<file path="src/rtl/multicycle_controller.sv">
// Multicycle MIPS-subset control FSM with retired-instruction counter and sticky illegal flag.
// Define CTRL_JUMP_EN to enable the JUMP state (opcode 000010); otherwise j is illegal.
module multicycle_controller #(
  parameter int ALUOP_W = 2,
  parameter int CNT_W   = 16,
  parameter int MEM_HS  = 1
) (
  input  logic               clk,
  input  logic               rst_n,
  input  logic [5:0]         opcode,
  input  logic [5:0]         func,
  input  logic               mem_ready,
  output logic               pc_write,
  output logic               pc_write_cond,
  output logic               iord,
  output logic               mem_read,
  output logic               mem_write,
  output logic               ir_write,
  output logic               reg_dst,
  output logic               mem_to_reg,
  output logic               reg_write,
  output logic               alu_src_a,
  output logic [1:0]         alu_src_b,
  output logic [ALUOP_W-1:0] alu_op,
  output logic [1:0]         pc_source,
  output logic [3:0]         state,
  output logic               illegal,
  output logic [CNT_W-1:0]   instr_count
);

  // state | meaning
  // 0 FETCH | 1 DECODE | 2 MEM_ADDR | 3 MEM_RD | 4 MEM_WB | 5 MEM_WR
  // 6 R_EXEC | 7 R_WB | 8 BRANCH | 9 ADDI_EXEC | 10 ADDI_WB | 11 JUMP
  localparam logic [3:0] S_FETCH     = 4'd0;
  localparam logic [3:0] S_DECODE    = 4'd1;
  localparam logic [3:0] S_MEM_ADDR  = 4'd2;
  localparam logic [3:0] S_MEM_RD    = 4'd3;
  localparam logic [3:0] S_MEM_WB    = 4'd4;
  localparam logic [3:0] S_MEM_WR    = 4'd5;
  localparam logic [3:0] S_R_EXEC    = 4'd6;
  localparam logic [3:0] S_R_WB      = 4'd7;
  localparam logic [3:0] S_BRANCH    = 4'd8;
  localparam logic [3:0] S_ADDI_EXEC = 4'd9;
  localparam logic [3:0] S_ADDI_WB   = 4'd10;
`ifdef CTRL_JUMP_EN
  localparam logic [3:0] S_JUMP      = 4'd11;
  localparam logic [5:0] OP_J        = 6'b000010;
`endif

  localparam logic [5:0] OP_RTYPE = 6'b000000;
  localparam logic [5:0] OP_LW    = 6'b100011;
  localparam logic [5:0] OP_SW    = 6'b101011;
  localparam logic [5:0] OP_BEQ   = 6'b000100;
  localparam logic [5:0] OP_ADDI  = 6'b001000;

  logic [3:0]       r_state;
  logic             r_is_store;
  logic             r_illegal;
  logic [CNT_W-1:0] r_instr_count;

  logic [3:0] w_next;
  logic       w_ready;
  logic       w_func_ok;
  logic       w_set_illegal;
  logic       w_retire;

  logic       w_pc_write;
  logic       w_pc_write_cond;
  logic       w_iord;
  logic       w_mem_read;
  logic       w_mem_write;
  logic       w_ir_write;
  logic       w_reg_dst;
  logic       w_mem_to_reg;
  logic       w_reg_write;
  logic       w_alu_src_a;
  logic [1:0] w_alu_src_b;
  logic [1:0] w_alu_op;
  logic [1:0] w_pc_source;

  assign w_ready = (MEM_HS == 0) ? 1'b1 : mem_ready;

  assign w_func_ok = (func == 6'b100000) || (func == 6'b100010) ||
                     (func == 6'b100100) || (func == 6'b100101) ||
                     (func == 6'b101010);

  always_comb begin
    w_next        = S_FETCH;
    w_set_illegal = 1'b0;
    w_retire      = 1'b0;
    case (r_state)
      S_FETCH:  w_next = w_ready ? S_DECODE : S_FETCH;
      S_DECODE: begin
        case (opcode)
          OP_RTYPE: begin
            if (w_func_ok) w_next = S_R_EXEC;
            else           w_set_illegal = 1'b1;
          end
          OP_LW, OP_SW: w_next = S_MEM_ADDR;
          OP_BEQ:       w_next = S_BRANCH;
          OP_ADDI:      w_next = S_ADDI_EXEC;
`ifdef CTRL_JUMP_EN
          OP_J:         w_next = S_JUMP;
`endif
          default:      w_set_illegal = 1'b1;
        endcase
      end
      S_MEM_ADDR:  w_next = r_is_store ? S_MEM_WR : S_MEM_RD;
      S_MEM_RD:    w_next = w_ready ? S_MEM_WB : S_MEM_RD;
      S_MEM_WB:    w_retire = 1'b1;
      S_MEM_WR: begin
        w_next   = w_ready ? S_FETCH : S_MEM_WR;
        w_retire = w_ready;
      end
      S_R_EXEC:    w_next = S_R_WB;
      S_R_WB:      w_retire = 1'b1;
      S_BRANCH:    w_retire = 1'b1;
      S_ADDI_EXEC: w_next = S_ADDI_WB;
      S_ADDI_WB:   w_retire = 1'b1;
`ifdef CTRL_JUMP_EN
      S_JUMP:      w_retire = 1'b1;
`endif
      default:     w_next = S_FETCH;
    endcase
  end

  // The lw/sw choice is captured at DECODE so MEM_ADDR does not depend on opcode staying valid.
  always_ff @(posedge clk or negedge rst_n) begin
    if (!rst_n) begin
      r_state       <= S_FETCH;
      r_is_store    <= 1'b0;
      r_illegal     <= 1'b0;
      r_instr_count <= '0;
    end else begin
      r_state <= w_next;
      if (r_state == S_DECODE) r_is_store <= (opcode == OP_SW);
      if (w_set_illegal) r_illegal <= 1'b1;
      if (w_retire) r_instr_count <= r_instr_count + CNT_W'(1);
    end
  end

  always_comb begin
    w_pc_write      = 1'b0;
    w_pc_write_cond = 1'b0;
    w_iord          = 1'b0;
    w_mem_read      = 1'b0;
    w_mem_write     = 1'b0;
    w_ir_write      = 1'b0;
    w_reg_dst       = 1'b0;
    w_mem_to_reg    = 1'b0;
    w_reg_write     = 1'b0;
    w_alu_src_a     = 1'b0;
    w_alu_src_b     = 2'b00;
    w_alu_op        = 2'b00;
    w_pc_source     = 2'b00;
    case (r_state)
      S_FETCH: begin
        w_mem_read  = 1'b1;
        w_alu_src_b = 2'b01;
        w_ir_write  = w_ready;
        w_pc_write  = w_ready;
      end
      S_DECODE:   w_alu_src_b = 2'b11;
      S_MEM_ADDR: begin
        w_alu_src_a = 1'b1;
        w_alu_src_b = 2'b10;
      end
      S_MEM_RD: begin
        w_iord     = 1'b1;
        w_mem_read = 1'b1;
      end
      S_MEM_WB: begin
        w_reg_write  = 1'b1;
        w_mem_to_reg = 1'b1;
      end
      S_MEM_WR: begin
        w_iord      = 1'b1;
        w_mem_write = 1'b1;
      end
      S_R_EXEC: begin
        w_alu_src_a = 1'b1;
        w_alu_op    = 2'b10;
      end
      S_R_WB: begin
        w_reg_write = 1'b1;
        w_reg_dst   = 1'b1;
      end
      S_BRANCH: begin
        w_alu_src_a     = 1'b1;
        w_alu_op        = 2'b01;
        w_pc_write_cond = 1'b1;
        w_pc_source     = 2'b01;
      end
      S_ADDI_EXEC: begin
        w_alu_src_a = 1'b1;
        w_alu_src_b = 2'b10;
      end
      S_ADDI_WB: w_reg_write = 1'b1;
`ifdef CTRL_JUMP_EN
      S_JUMP: begin
        w_pc_write  = 1'b1;
        w_pc_source = 2'b10;
      end
`endif
      default: ;
    endcase
  end

  // Strobes are masked while reset is held, even though FETCH would otherwise read memory.
  assign pc_write      = rst_n & w_pc_write;
  assign pc_write_cond = rst_n & w_pc_write_cond;
  assign iord          = rst_n & w_iord;
  assign mem_read      = rst_n & w_mem_read;
  assign mem_write     = rst_n & w_mem_write;
  assign ir_write      = rst_n & w_ir_write;
  assign reg_dst       = rst_n & w_reg_dst;
  assign mem_to_reg    = rst_n & w_mem_to_reg;
  assign reg_write     = rst_n & w_reg_write;
  assign alu_src_a     = rst_n & w_alu_src_a;
  assign alu_src_b     = rst_n ? w_alu_src_b : 2'b00;
  assign pc_source     = rst_n ? w_pc_source : 2'b00;

  always_comb begin
    alu_op = '0;
    if (rst_n) alu_op[1:0] = w_alu_op;
  end

  assign state       = r_state;
  assign illegal     = r_illegal;
  assign instr_count = r_instr_count;

endmodule

</file>
<file path="config.mk">
export PLATFORM = sky130hd
export DESIGN_NAME = multicycle_controller
export DESIGN_NICKNAME = d
export VERILOG_FILES = /design/src/rtl/multicycle_controller.sv
export SDC_FILE = /design/constraint.sdc
export NUM_CORES = 1
export LEC_CHECK = 0
export ABC_CLOCK_PERIOD_IN_PS = 1900
export CAP_MARGIN = 5
export CORE_MARGIN = 8
export CORE_UTILIZATION = 44
export DETAILED_ROUTE_END_ITERATION = 12
export PLACE_DENSITY_LB_ADDON = 0.1
export SETUP_SLACK_MARGIN = 0.4
export SLEW_MARGIN = 20
export SYNTH_ARGS = -nofsm -noshare
export SYNTH_HDL_FRONTEND = slang
export SYNTH_SLANG_ARGS = --single-unit
</file>
<file path="constraint.sdc">
create_clock -name clk -period 1.9 [get_ports clk]
set_clock_uncertainty 0.15 [all_clocks]
set_input_delay 0.19 -clock clk [delete_from_list [all_inputs] [get_ports clk]]
set_output_delay 0.19 -clock clk [all_outputs]
set_load 0.01 [all_outputs]
</file>
==> results.yml <==
logic_synthesis:
  synthesis.area_um2: 1366
  yosysWarnings: 0
  synth_common_cells: "dfrtp_1 (22), xor2_1 (13), nor2_1 (11)"
  synthFlopType: "dfrtp_1"
  synth_top_family_by_area: "simple AND/OR/NAND/NOR gates"
  synthesis.nets: 154
  synth_seq_cells: 22
  synth.area.top_cells: "dfrtp_1 (40%), xor2_1 (8.3%), nor2_1 (3.0%), nor3_1 (2.6%), xnor2_1 (2.6%)"
  yosysMostFrequentCell: "dfrtp_1"
  async_flop_share_pct: 100.0
  avgSynthCellArea_um2: 9.901
  synth_enable_flop_cells: 0
  synth_compound_area_share_pct: 10.81
  synth_fa_ha_area_share_pct: 0.9158
  yosys.area_share.simple_pct: 27.66
  ys_seq_area_share_pct: 40.29
  syn_inst: 138
  synth_cell_types: 45
  synth_top_area_cell: "dfrtp_1"
  synth_top_area_share_pct: 40.29
  synth_mux_area_share_pct: 3.846
  synth_xor_area_share_pct: 10.90
cells_and_area:
  register_area_um2: 556.8
  utilization_pct: 91.54
  n_fill_cell: 106
  area_growth_pct: 101.2
  drive_gt1_share_pct: 56.63
  finalNetCount: 266
  multi_input_area_um2: 1090
  stdcell_area_um2: 2749
  n_antenna_cell: 0
timing:
  min_period_ns: 2.018
  fin_crit_sh_pct: 106.2
  setup_tns_ns: -0.5210
  hold_ws_ns: 0.005299
  setup_ws_ns: -0.1181
  fmax_mhz: 495.5
  rsz0062_at_grt: "yes"
  slew_viol_final: 0
  setup_viol: 13
  hold_viol_final: 0
route:
  first_iter_violations: 111
  drtAntennaViolNets: 0
  wire_per_inst_um: 22.71
  dr.pass1.iters: 4
  drt_wl_total_mm: 6.405
  drcViolationCount: 0
  via_per_inst: 5.915
  num_vias: 1668
place:
  post_dp_cell_area_um2: 2155
  port_buffers: 50
  place_congestion: 0.7988
  dp_hpwl_mm: 2.994
global_routing:
  first_global_vias: 1571
  antenna_found_initial: 0
  grt_max_degree: 17
  gr-total-overflow: 0
  grt_pass1_wl_mm: 7.955
  track_usage_pct: 19.19
worst_setup_path:
  crit_path_start_kind: "flop"
  critPathCaptureType: "output port"
  crit_type: "reg2out"
  crit_end: "reg_write"
  critPathRequiredTime_ns: 1.56
  r2r-start: "state[1]"
  cp-startpoint: "state[1]"
  r2r_end: "instr_count[7]"
  crit_fanout: 5
  arrival_ns: 1.68
  r2r_cells: 6
  r2r_setup_slack_ns: -0.11
clocking:
  clk_pin_slew_ns: 0.13
  tritoncts: "yes"
  h-tree-depth: 1
  cts_hold_buf: 0
  cts_made_buffers: 3
  clock-sinks: 22
  cts_root_buf: "clkbuf_4"
  ctsLongestPathBuffers: 2
  clk_latency_ns: 0.32
pwr:
  ir_drop_uv: 708.2
  leakagePower_nw: 1.267
  p_per_area_nw_per_um2: 933.5
die:
  start_util_pct: 45.50
  die_width_um: 71.73
  core_area_um2: 3003
  rows: 20
  dieArea_um2: 5144
  die_height_um: 71.73
  ioPinCount: 52
outcome:
  status: "complete, but fails checks"
  violations: "negative setup slack"
worst_hold_path:
  worstHoldPathType: "in2async"
job:
  timing.max_cap.violations: 0
## how the worst min path moves through the flow
stage                            to  depth (start not counted)             from
global route        instr_count[13]                          2            rst_n
floorplan                   illegal                          0            rst_n
CTS                 instr_count[14]                          2            rst_n
finish              instr_count[13]                          2            rst_n
global placement    instr_count[15]                          1  instr_count[15]
detailed placement          illegal                          1          illegal
## cells by family (layout without fill, tap and decap cells)
family | after synthesis | count (layout)
other | 1 | 1
AOI/OAI and AO/OA | 18 | 19
xor gates and xnor gates | 17 | 17
DFF | 22 | 22
muxes | 5 | 5
buffers and inverters | 13 | 123
and+or+nand+nor | 61 | 61
adders and majority gates | 1 | 1
## critical path: stages, from the launching register on
cell and delay, ns:
dfrtp_2 0.48, buf_6 0.14, mux2_4 0.29, o22ai_2 0.12, and2_1 0.18, buf_2 0.15
## placed cells by master, fill, tap and decap left out, drive strengths merged, types with 2 or more instances in the layout
cell type      count
buf               81
dfrtp             22
dlygate4sd2       14
xor2              13
clkdlybuf4s50     13
nor2              11
nor3               8
clkbuf             7
nand2b             6
nand2              6
nand3              6
nor4b              4
inv                4
xnor2              4
nor3b              4
mux2i              3
a21oi              3
nand4              3
o21ai              3
nor4               3
clkdlybuf4s15      3
nor2b              3
a32o               2
nand4b             2
o32a               2
o22ai              2
mux2               2
## final cells by class
cell class	instances	share of cell area [%]
Multi-Input combinational cell	104	39.65
Timing Repair Buffer	115	36.82
Sequential cell	22	20.25
Tap cell	33	1.502
Clock buffer	4	0.9558
Inverter	4	0.8193
## state kept, by name, indices dropped and copies added, names as in the netlist
name,count
instr_count,16
state,4
illegal,1
r_is_store,1
## per-layer routing
layer  global-route usage [%]  share of wire (%)
met5                        0                  0
met4                    6.122                3.1
met3                    5.021                6.5
met2                    33.40                 52
met1                    22.19                 39
## where the power goes
part           switching [mW]  total (mW)  internal [mW]
clock                   0.150       0.232         0.0822
combinational           0.794        1.70          0.905
sequential             0.0945       0.635          0.540
## metrics by stage
stage | instances | setup slack [ns] | total power [mW]
finish | 282 | -0.1181 | 2.566
global route | 282 | -0.1744 | 2.661
CTS | 267 | 0.01445 | 2.086
detailed placement | 238 | -0.2226 | 1.633
global placement | 238 | -0.1947 | 1.604
floorplan | 138 | 0.2072 | 1.156
## what timing repair did
| item | in CTS | in global routing |
|---|---|---|
| pin swaps | 14 | 19 |
| endpoints found under the setup margin | 58 | 43 |
| endpoints found under the hold margin | 0 | 0 |
| gates cloned | 1 | 1 |
| setup buffers | 24 | 14 |
| resized for setup | 127 | 48 |
(Power assumes the default switching activity.)
